$ cat config.mk
export PLATFORM = sky130hd
export DESIGN_NAME = seq_detector_param
export DESIGN_NICKNAME = d
export VERILOG_FILES = /design/src/rtl/seq_detector_param.sv
export SDC_FILE = /design/constraint.sdc
export NUM_CORES = 1
export LEC_CHECK = 0
export CAP_MARGIN = 20
export CORE_MARGIN = 2
export CORE_UTILIZATION = 40
export CTS_CLUSTER_SIZE = 16
export DETAILED_ROUTE_END_ITERATION = 10
export HOLD_SLACK_MARGIN = 0.12
export PLACE_DENSITY_LB_ADDON = 0.25
export SETUP_SLACK_MARGIN = 0.5
export SLEW_MARGIN = 10
export SYNTH_ARGS = -nofsm -noshare
export SYNTH_HDL_FRONTEND = slang
export SYNTH_SLANG_ARGS = --single-unit
$ cat constraint.sdc
create_clock -name clk -period 2.1 [get_ports clk]
set_input_delay 0.21 -clock clk [delete_from_list [all_inputs] [get_ports clk]]
set_output_delay 0.21 -clock clk [all_outputs]
set_load 0.02 [all_outputs]
$ cat src/rtl/seq_detector_param.sv
// Parametrised serial pattern detector: Mealy match on a programmable PAT_LEN-bit
// pattern, with a registered match copy and a saturating match counter.
module seq_detector_param #(
    parameter int                 PAT_LEN = 4,
    parameter logic [PAT_LEN-1:0] PATTERN = 4'b1101,
    parameter int                 CNT_W   = 8
) (
    input  logic                           clk,
    input  logic                           reset,
    input  logic                           en,
    input  logic                           din,
    input  logic                           overlap,
    input  logic                           load_pat,
    input  logic [PAT_LEN-1:0]             pat_in,
    input  logic                           clr_count,
    output logic                           match,
    output logic                           match_q,
    output logic [CNT_W-1:0]               match_count,
    output logic [$clog2(PAT_LEN+1)-1:0]   fill,
    output logic [PAT_LEN-1:0]             pattern
);

    localparam int                FW         = $clog2(PAT_LEN + 1);
    localparam logic [FW-1:0]     FILL_ARMED = FW'(PAT_LEN);
    localparam logic [FW-1:0]     FILL_READY = FW'(PAT_LEN - 1);
    localparam logic [FW-1:0]     FILL_ONE   = {{(FW-1){1'b0}}, 1'b1};
    localparam logic [CNT_W-1:0]  CNT_MAX    = {CNT_W{1'b1}};
    localparam logic [CNT_W-1:0]  CNT_ONE    = {{(CNT_W-1){1'b0}}, 1'b1};
    localparam logic [CNT_W-1:0]  CNT_ZERO   = {CNT_W{1'b0}};
    localparam logic [PAT_LEN-2:0] HIST_ZERO = {(PAT_LEN-1){1'b0}};
    localparam logic [FW-1:0]     FILL_ZERO  = {FW{1'b0}};

    logic [PAT_LEN-1:0] pattern_q, pattern_d;
    logic [PAT_LEN-2:0] hist_q, hist_d;
    logic [FW-1:0]      fill_q, fill_d;
    logic [CNT_W-1:0]   count_q, count_d;
    logic               match_dly_q;
    logic [PAT_LEN-1:0] window_s;
    logic               match_s;

    // Candidate window is the stored history plus the bit arriving this cycle.
    always_comb begin
        window_s = {hist_q, din};
        match_s  = en & ~load_pat & (fill_q >= FILL_READY) & (window_s == pattern_q);
    end

    // Next-state for pattern, history and fill; load_pat wins over en.
    always_comb begin
        pattern_d = pattern_q;
        hist_d    = hist_q;
        fill_d    = fill_q;
        if (load_pat) begin
            pattern_d = pat_in;
            hist_d    = HIST_ZERO;
            fill_d    = FILL_ZERO;
        end else if (en) begin
            if (match_s && !overlap) begin
                hist_d = HIST_ZERO;
                fill_d = FILL_ZERO;
            end else begin
                hist_d = window_s[PAT_LEN-2:0];
                fill_d = (fill_q == FILL_ARMED) ? fill_q : (fill_q + FILL_ONE);
            end
        end else begin
            hist_d = hist_q;
            fill_d = fill_q;
        end
    end

    // Saturating match counter; a clear beats a coincident match.
    always_comb begin
        count_d = count_q;
        if (clr_count) begin
            count_d = CNT_ZERO;
        end else if (match_s && (count_q != CNT_MAX)) begin
            count_d = count_q + CNT_ONE;
        end else begin
            count_d = count_q;
        end
    end

    // State registers; reset reloads the build-time pattern, not the last pat_in.
    always_ff @(posedge clk or posedge reset) begin
        if (reset) begin
            pattern_q   <= PATTERN;
            hist_q      <= HIST_ZERO;
            fill_q      <= FILL_ZERO;
            count_q     <= CNT_ZERO;
            match_dly_q <= 1'b0;
        end else begin
            pattern_q   <= pattern_d;
            hist_q      <= hist_d;
            fill_q      <= fill_d;
            count_q     <= count_d;
            match_dly_q <= match_s;
        end
    end

    assign match       = match_s;
    assign match_q     = match_dly_q;
    assign match_count = count_q;
    assign fill        = fill_q;
    assign pattern     = pattern_q;

endmodule

; Word level (Yosys, flattened, before mapping)
; Index checks and enable logic that the tools add are counted.
[word_totals]
inputBits = 11
ff_bits = 19
output_inout_bits = 17
[op_classes]
n_addsub = 2
n_bitwise = 4
eq_ne = 4
n_reduce_logical = 6
n_lt_le_gt_ge = 1
mux = 9
[op_table]
columns = cell, n
row1 = $mux 3, 7
row2 = $mux 8, 2
row3 = $add 8x1->8 const B, 1
row4 = $ne 8x8->1 const B, 1
row5 = $eq 4x4->1, 1
row6 = $reduce_bool 2->1, 2
row7 = $add 3x1->3 const B, 1
row8 = $and 1x1->1, 3
row9 = $eq 3x3->1 const B, 1
row10 = $ge 3x2->1 const B, 1
row11 = $ne 3x3->1 const B, 1
row12 = $logic_and 1x1->1, 2
row13 = $reduce_and 2->1, 1
row14 = $logic_not 1->1, 1
row15 = $not 1->1, 1

; Longest topological paths before layout
; Gate-level depths: netlist of run 1.
[logic_depth]
ltp_word = 8
depth_mapped = 7
mapped_depth_nobuf = 7

; Least setup slack after synthesis of run 1
; No wires, ideal clock.
[synth_timing]
path_type = reg-to-reg
startpoint = register fill_q[0] (netlist: fill[0])
endpoint = register count_q[6] (netlist: match_count[6])
setup_ns = 0.119
stages_incl_launch_ff = 8
arrival_ns = 1.777
n_path_buf = 0
slack_ns = 0.204
t_required_ns = 1.981
cell_sequence = dfrtp_1 ha_1 ha_1 a211o_1 nand3b_2 nor4b_4 and3_1 o21ba_1
[synth_via]
elab_chain_cells = 5
[synth_rtl]
columns = item, line
row1 = "start, declared", 35  ; logic [FW-1:0] fill_q, fill_d;
row2 = "start signal, assigned", 93  ; fill_q <= fill_d;
row3 = $ge 3x2->1, 44  ; match_s = en & ~load_pat & (fill_q >= FILL_READY) & (window_s == pattern_q);
row4 = $and 1x1->1 (2 in a row), 44
row5 = $logic_and 1x1->1, 75  ; end else if (match_s && (count_q != CNT_MAX)) begin
row6 = $reduce_bool 2->1 (no source line), n/a
row7 = "end signal, assigned", 94  ; count_q <= count_d;
row8 = "end, declared", 36  ; logic [CNT_W-1:0] count_q, count_d;
; No other way between the ends.
; A chain may end at the register's enable or synchronous reset.

; Worst setup path after layout of run 1
[layout_timing]
startpoint = register fill_q[0] (netlist: fill[0])
endpoint = output port match
[layout_via]
elab_chain_cells = 3
[layout_rtl]
columns = item, line
row1 = $ge 3x2->1, 44
row2 = $and 1x1->1 (2 in a row), 44
row3 = "end, declared", 16  ; output logic match,
; No other way between the ends.

==> flow_metrics.py, run 1 <==
metrics = {
    "drt": {
        "route.top_layer_used": "met4",
        "num_vias": 835,
        "wl_met2_um": 1040,
        "initialDrtViolationCount": 13,
        "firstDrtPassIters": 4,
        "viasPerCell": 5.25,
        "antenna_left": 0,
        "drt-total-wl_um": 2200,
        "routedWlPerCell_um": 13.9,
        "wl_met1_um": 1060,
        "wl_met3_um": 82,
        "drc": 0,
    },
    "critical_path": {
        "required_ns": 1.89,
        "crit_fanout": 2,
        "cpMostUsedCell": "ha_4",
        "arrival_ns": 1.58,
        "critPathKind": "reg2out",
        "max_stage_delay_ns": 0.44,
        "crit_path_cell_trace": "ha_4 -> ha_4 -> a211o_1 -> nand3b_4 -> nor2_4 -> buf_6",
        "cp_slowest_cell": "dfrtp_2",
        "start_kind": "flip-flop",
        "crit_path_end_kind": "output port",
    },
    "cells_and_area": {
        "drive_above_1_share_pct": 31.8,
        "postLayoutCoreUtil_pct": 61.0,
        "fillCellCount": 210,
        "antenna_cells": 0,
        "multi_input_area_um2": 599,
        "layout.nets": 145,
        "area_growth_pct": 43.6,
        "seqCellArea_um2": 488,
    },
    "logic_synthesis": {
        "synth-main-ff-cell": "dfrtp_1",
        "ys_top_cells_by_count": "16 x dfrtp_1, 11 x xnor2_1, 9 x nor2_1",
        "synth_top_area_share_pct": 38.0,
        "synth_area_um2": 1050,
        "synthCells": 95,
        "syn_area_per_cell_um2": 11.1,
        "synth_seq_area_share_pct": 45.5,
        "synth_most_common_cell": "dfrtp_1",
        "synthTopCellsByArea": "dfrtp_1 38%, xnor2_1 9.2%, dfstp_2 7.5%",
        "yosysUniqueCellTypes": 30,
        "synth_edf_count": 0,
        "ys_seq_elements": 19,
        "syn_nets": 110,
        "yosysTopAreaCell": "dfrtp_1",
        "yosysWarnings": 0,
        "synthArstFlopShare_pct": 100,
    },
    "timing": {
        "setup_violations": 0,
        "grt_setup_unrepaired": "true",
        "fin_tns_setup_ns": 0,
        "clock.fmax_mhz": 558,
        "period_share_pct": 85.4,
        "fin_crit_ns": 1.79,
        "drv_slew": 0,
        "hold_viol": 0,
        "skew_ns": 0.00217,
        "max_slew.worst_pin.slew_ns": 0.717,
        "relSlewSlack_pct": 52.2,
    },
    "cts": {
        "cts_hold_buf": 0,
        "cts_buffers": 3,
        "clock_latency_ns": 0.30,
        "cts_sinks": 19,
        "cts_root_buf": "clkbuf_4",
        "cts_max_path_buffers": 2,
        "htree_levels": 1,
        "path_clk_slew_ns": 0.11,
        "cts_tree": "yes",
    },
    "power": {
        "p_leak_nw": 0.700,
        "power_density_nw_per_um2": 513,
        "fin_total_pwr_w": 0.000776,
        "vdd_drop_max_uv": 326,
        "p_int_w": 0.000551,
        "p_switching_w": 0.000225,
        "sw_frac_of_total_pct": 29.0,
        "clkPwrFrac_pct": 24.6,
        "pwr-share-comb_pct": 23.3,
        "seqPwrFrac_pct": 52.1,
    },
    "floorplanning": {
        "row_count": 18,
        "die_w_um": 55.3,
        "die_area_um2": 3060,
        "pin_count": 28,
        "die_h_um": 55.3,
        "start_util_pct": 42.5,
        "coreArea_um2": 2480,
    },
    "worst_hold_path": {
        "min_path_type": "in2async",
    },
    "grt": {
        "grt_max_degree": 20,
        "grt_pass1_vias": 866,
        "track_usage_pct": 15.6,
        "grt_antenna_before_repair": 0,
        "grt_pass1_wl_um": 3860,
        "grt_overflow": 0,
    },
    "job": {
        "drv_cap": 0,
    },
    "status": {
        "status": "finished, final reports clean",
    },
    "placed_design": {
        "dp_hpwl_um": 1560,
        "place_congestion": 0.733,
        "port_buffers": 27,
    },
}
## worst max-delay path: cells and delay by family, from the launching register on
family          cells  cell delay (ns)
flops               1             0.44
fa+ha+maj           2             0.31
compound gates      1             0.26
simple gates        2             0.15
buf+inv             1             0.12
## routing by layer
| metal | vias up | global-route usage, % |
|---|---|---|
| met4 | 0 | 6.62 |
| met1 | 412 | 21.1 |
| met3 | 2 | 3.04 |
| li1 | 402 | - |
| met5 | - | 0 |
| met2 | 19 | 24.3 |
## metrics by stage
step / instances / hold slack, ns / setup slack [ns] / instance area [µm²]
floorplan: 95 / 0.158 / 0.386 / 1120
global placement: 152 / 0.539 / 0.0782 / 1430
detailed placement: 152 / 0.551 / 0.0623 / 1430
CTS: 159 / 0.334 / 0.251 / 1480
global route: 159 / 0.359 / 0.243 / 1510
finish: 159 / 0.318 / 0.307 / 1510
## registers in the layout, indices dropped and copies added (netlist names)
signal,cells
fill,3
match_q,1
hist_q,3
pattern,4
match_count,8
## path summary, 6_finish.rpt
path                                  endpoint       from  slack [ns]  depth (start not counted)
worst max register to register       hist_q[1]    fill[0]        0.33                          8
max in group asynchronous              fill[0]      reset        1.29                          2
worst min-delay path            match_count[4]      reset        0.32                          2
worst max-delay path                     match    fill[0]        0.31                          6
min in group clk                    pattern[0]  pat_in[0]        0.52                          2
worst min register to register       hist_q[2]  hist_q[2]        0.57                          2
## timing repair
item | in CTS | in global routing
pin swaps | 4 | 3
gates resized for setup | 11 | 10
buffers inserted | 3 | 0
endpoints found under the setup margin | 18 | 22
## cells in the final DEF (no fill, tap or decap), types with 4 or more instances in the layout
cell type,instances
clkdlybuf4s50_1,16
xnor2_1,11
dfrtp_1,9
nor2_1,8
dfrtp_2,7
dlymetal6s2s_1,7
nand3_1,6
buf_4,6
inv_1,5
a21oi_1,5
nor4_2,4
nand2b_1,4
mux2_2,4
## cells by family after synthesis
| logic type | after synthesis | share of synthesized area [%] |
|---|---|---|
| AO/OA/AOI/OAI | 9 | 5.47 |
| adder cells (fa/ha/maj) | 4 | 4.76 |
| buffers and inverters | 9 | 4.04 |
| multiplexers | 5 | 5.23 |
| flip-flops | 19 | 45.5 |
| AND/OR/NAND/NOR | 38 | 25.8 |
| XOR/XNOR | 11 | 9.16 |
## power groups by stage
stage	Clock (W)	Combinational, W	Sequential [W]
finish	0.000191	0.000181	0.000404
global route	0.000218	0.000198	0.000407
CTS	0.000198	0.000182	0.000404
detailed placement	0	0.000168	0.000417
global placement	0	0.000164	0.000416
floorplan	0	0.0000812	0.000432
## area by class of cell
type	count	area share, %
inverters	5	1.24
flip-flops and latches	19	32.3
well taps	30	2.48
repair buffers	34	22.6
clock buffers	4	1.74
multi-input cells	67	39.7
Note: power is estimated with default switching activity, not from simulation.
==> run 2: changes to the inputs <==
- PLACE_DENSITY: default -> 0.77
- PLACE_DENSITY_LB_ADDON: 0.25 -> default
==> run 2 against run 1 <==
Critical path depth is the same. Combinational power rose by 5%. Fmax about the same. Final area up 4.0%. Largest cell class unchanged. Clock skew shrank 0.0013 ns. Power is 0.42% higher. Critical path type unchanged. Count of clock-buffer cells in the layout did not move. Largest power group unchanged. Cell count grew 2.5%. Die area unchanged. Core utilization up 2.4 points.
==> flow_metrics.py, run 2 (same netlist as run 1, synthesis figures left out) <==
metrics = {
    "critical_path": {
        "reg2regPathDepth": 8,
        "required_ns": 1.89,
        "crit_path_end_kind": "output port",
        "critPathKind": "reg2out",
        "regToRegStartpoint": "fill[1]",
        "r2r-end": "match_count[6]",
        "start_kind": "flip-flop",
        "reg2reg_slack_ns": 0.35,
        "arrival_ns": 1.58,
        "crit_fanout": 2,
    },
    "power": {
        "seqPwrFrac_pct": 51.7,
        "vdd_drop_max_uv": 404,
        "clkPwrFrac_pct": 23.9,
        "sw_frac_of_total_pct": 28.7,
        "fin_total_pwr_w": 0.000779,
        "pwr-share-comb_pct": 24.4,
        "p_switching_w": 0.000223,
        "p_int_w": 0.000556,
        "p_leak_nw": 0.741,
        "power_density_nw_per_um2": 496,
    },
    "timing": {
        "relSlewSlack_pct": 52.4,
        "setup_violations": 0,
        "max_slew.worst_pin.slew_ns": 0.713,
        "skew_ns": 0.000902,
        "drv_slew": 0,
        "period_share_pct": 85.5,
        "grt_setup_unrepaired": "true",
        "fin_tns_setup_ns": 0,
        "fin_crit_ns": 1.79,
        "hold_viol": 0,
        "clock.fmax_mhz": 557,
    },
    "cells_and_area": {
        "multi_input_area_um2": 619,
        "drive_above_1_share_pct": 35.3,
        "antenna_cells": 0,
        "layout.nets": 149,
        "area_growth_pct": 49.3,
        "largest_reg_flops": 8,
        "seqCellArea_um2": 488,
        "mostFrequentLayoutCell": "clkdlybuf4s50_1",
        "fillCellCount": 210,
        "postLayoutCoreUtil_pct": 63.4,
        "mostFrequentLayoutCells": "15 x clkdlybuf4s50_1, 11 x xnor2_1, 9 x dfrtp_1, 9 x buf_4",
    },
    "floorplanning": {
        "die_area_um2": 3060,
        "coreArea_um2": 2480,
        "start_util_pct": 42.5,
        "die_w_um": 55.3,
        "pin_count": 28,
        "die_h_um": 55.3,
        "row_count": 18,
    },
    "cts": {
        "clock_latency_ns": 0.30,
        "path_clk_slew_ns": 0.10,
        "cts_max_path_buffers": 2,
        "htree_levels": 1,
        "cts_buffers": 3,
        "cts_hold_buf": 0,
        "cts_sinks": 19,
        "cts_root_buf": "clkbuf_4",
        "cts_tree": "yes",
    },
    "drt": {
        "initialDrtViolationCount": 17,
        "drc": 0,
        "routedWlPerCell_um": 14.1,
        "firstDrtPassIters": 4,
        "wl_met3_um": 87,
        "viasPerCell": 5.20,
        "wl_met1_um": 1060,
        "num_vias": 848,
        "antenna_left": 0,
        "drt-total-wl_um": 2290,
        "route.top_layer_used": "met4",
        "wl_met2_um": 1090,
    },
    "grt": {
        "track_usage_pct": 16.1,
        "grt_pass1_wl_um": 3930,
        "grt_pass1_vias": 822,
        "grt_antenna_before_repair": 0,
        "grt_max_degree": 20,
        "grt_overflow": 0,
    },
    "job": {
        "drv_cap": 0,
    },
    "worst_hold_path": {
        "min_path_type": "in2async",
    },
    "placed_design": {
        "port_buffers": 27,
        "dp_hpwl_um": 1640,
        "place_congestion": 0.762,
    },
    "status": {
        "status": "finished, final reports clean",
    },
}
## run 2: critical path: stages (launching register included)
cell      delay, ns
dfrtp_2        0.45
ha_4           0.17
ha_4           0.14
a211o_1        0.26
nand3b_4       0.12
nor2_4         0.04
buf_6          0.12
## run 2: timing repair
item,in CTS,in global routing
resized for setup,11,16
pin swaps,4,12
setup buffers,4,3
endpoints found under the setup margin,18,24
## run 2: per-stage QoR
| step | hold WS, ns | std cells | setup WS [ns] | instance area (µm²) |
|---|---|---|---|---|
| floorplan | 0.158 | 95 | 0.386 | 1120 |
| finish | 0.315 | 163 | 0.305 | 1570 |
| CTS | 0.340 | 160 | 0.265 | 1490 |
| detailed placement | 0.567 | 152 | 0.0690 | 1430 |
| global route | 0.394 | 163 | 0.219 | 1570 |
| global placement | 0.547 | 152 | 0.134 | 1430 |
## run 2: how the worst max path moves through the flow
stage | startpoint | end | slack [ns] | cells after the start
CTS | fill[1] | match | 0.26 | 6
floorplan | fill[0] | fill[2] | 0.39 | 7
detailed placement | din | match | 0.07 | 5
global placement | din | match | 0.13 | 5
global route | fill[1] | match_count[6] | 0.22 | 8
finish | fill[1] | match | 0.31 | 6
## run 2: cell type report
class | count | share of cell area, %
Multi-Input combinational cell | 67 | 39.4
Timing Repair Buffer | 38 | 24.3
Sequential cell | 19 | 31.1
Clock buffer | 4 | 1.67
Inverter | 5 | 1.19
Tap cell | 30 | 2.39
## run 2: metal layers
layer	vias to the layer above	global-route usage (%)
met5	-	0
met4	0	7.67
met3	4	2.81
met2	21	24.7
met1	414	22.0
li1	409	-
## run 2: power groups by stage
stage               logic [W]  clock network, W  registers, W
global route         0.000206          0.000220      0.000406
floorplan           0.0000812                 0      0.000432
finish               0.000190          0.000186      0.000403
detailed placement   0.000169                 0      0.000418
global placement     0.000165                 0      0.000415
CTS                  0.000183          0.000193      0.000404
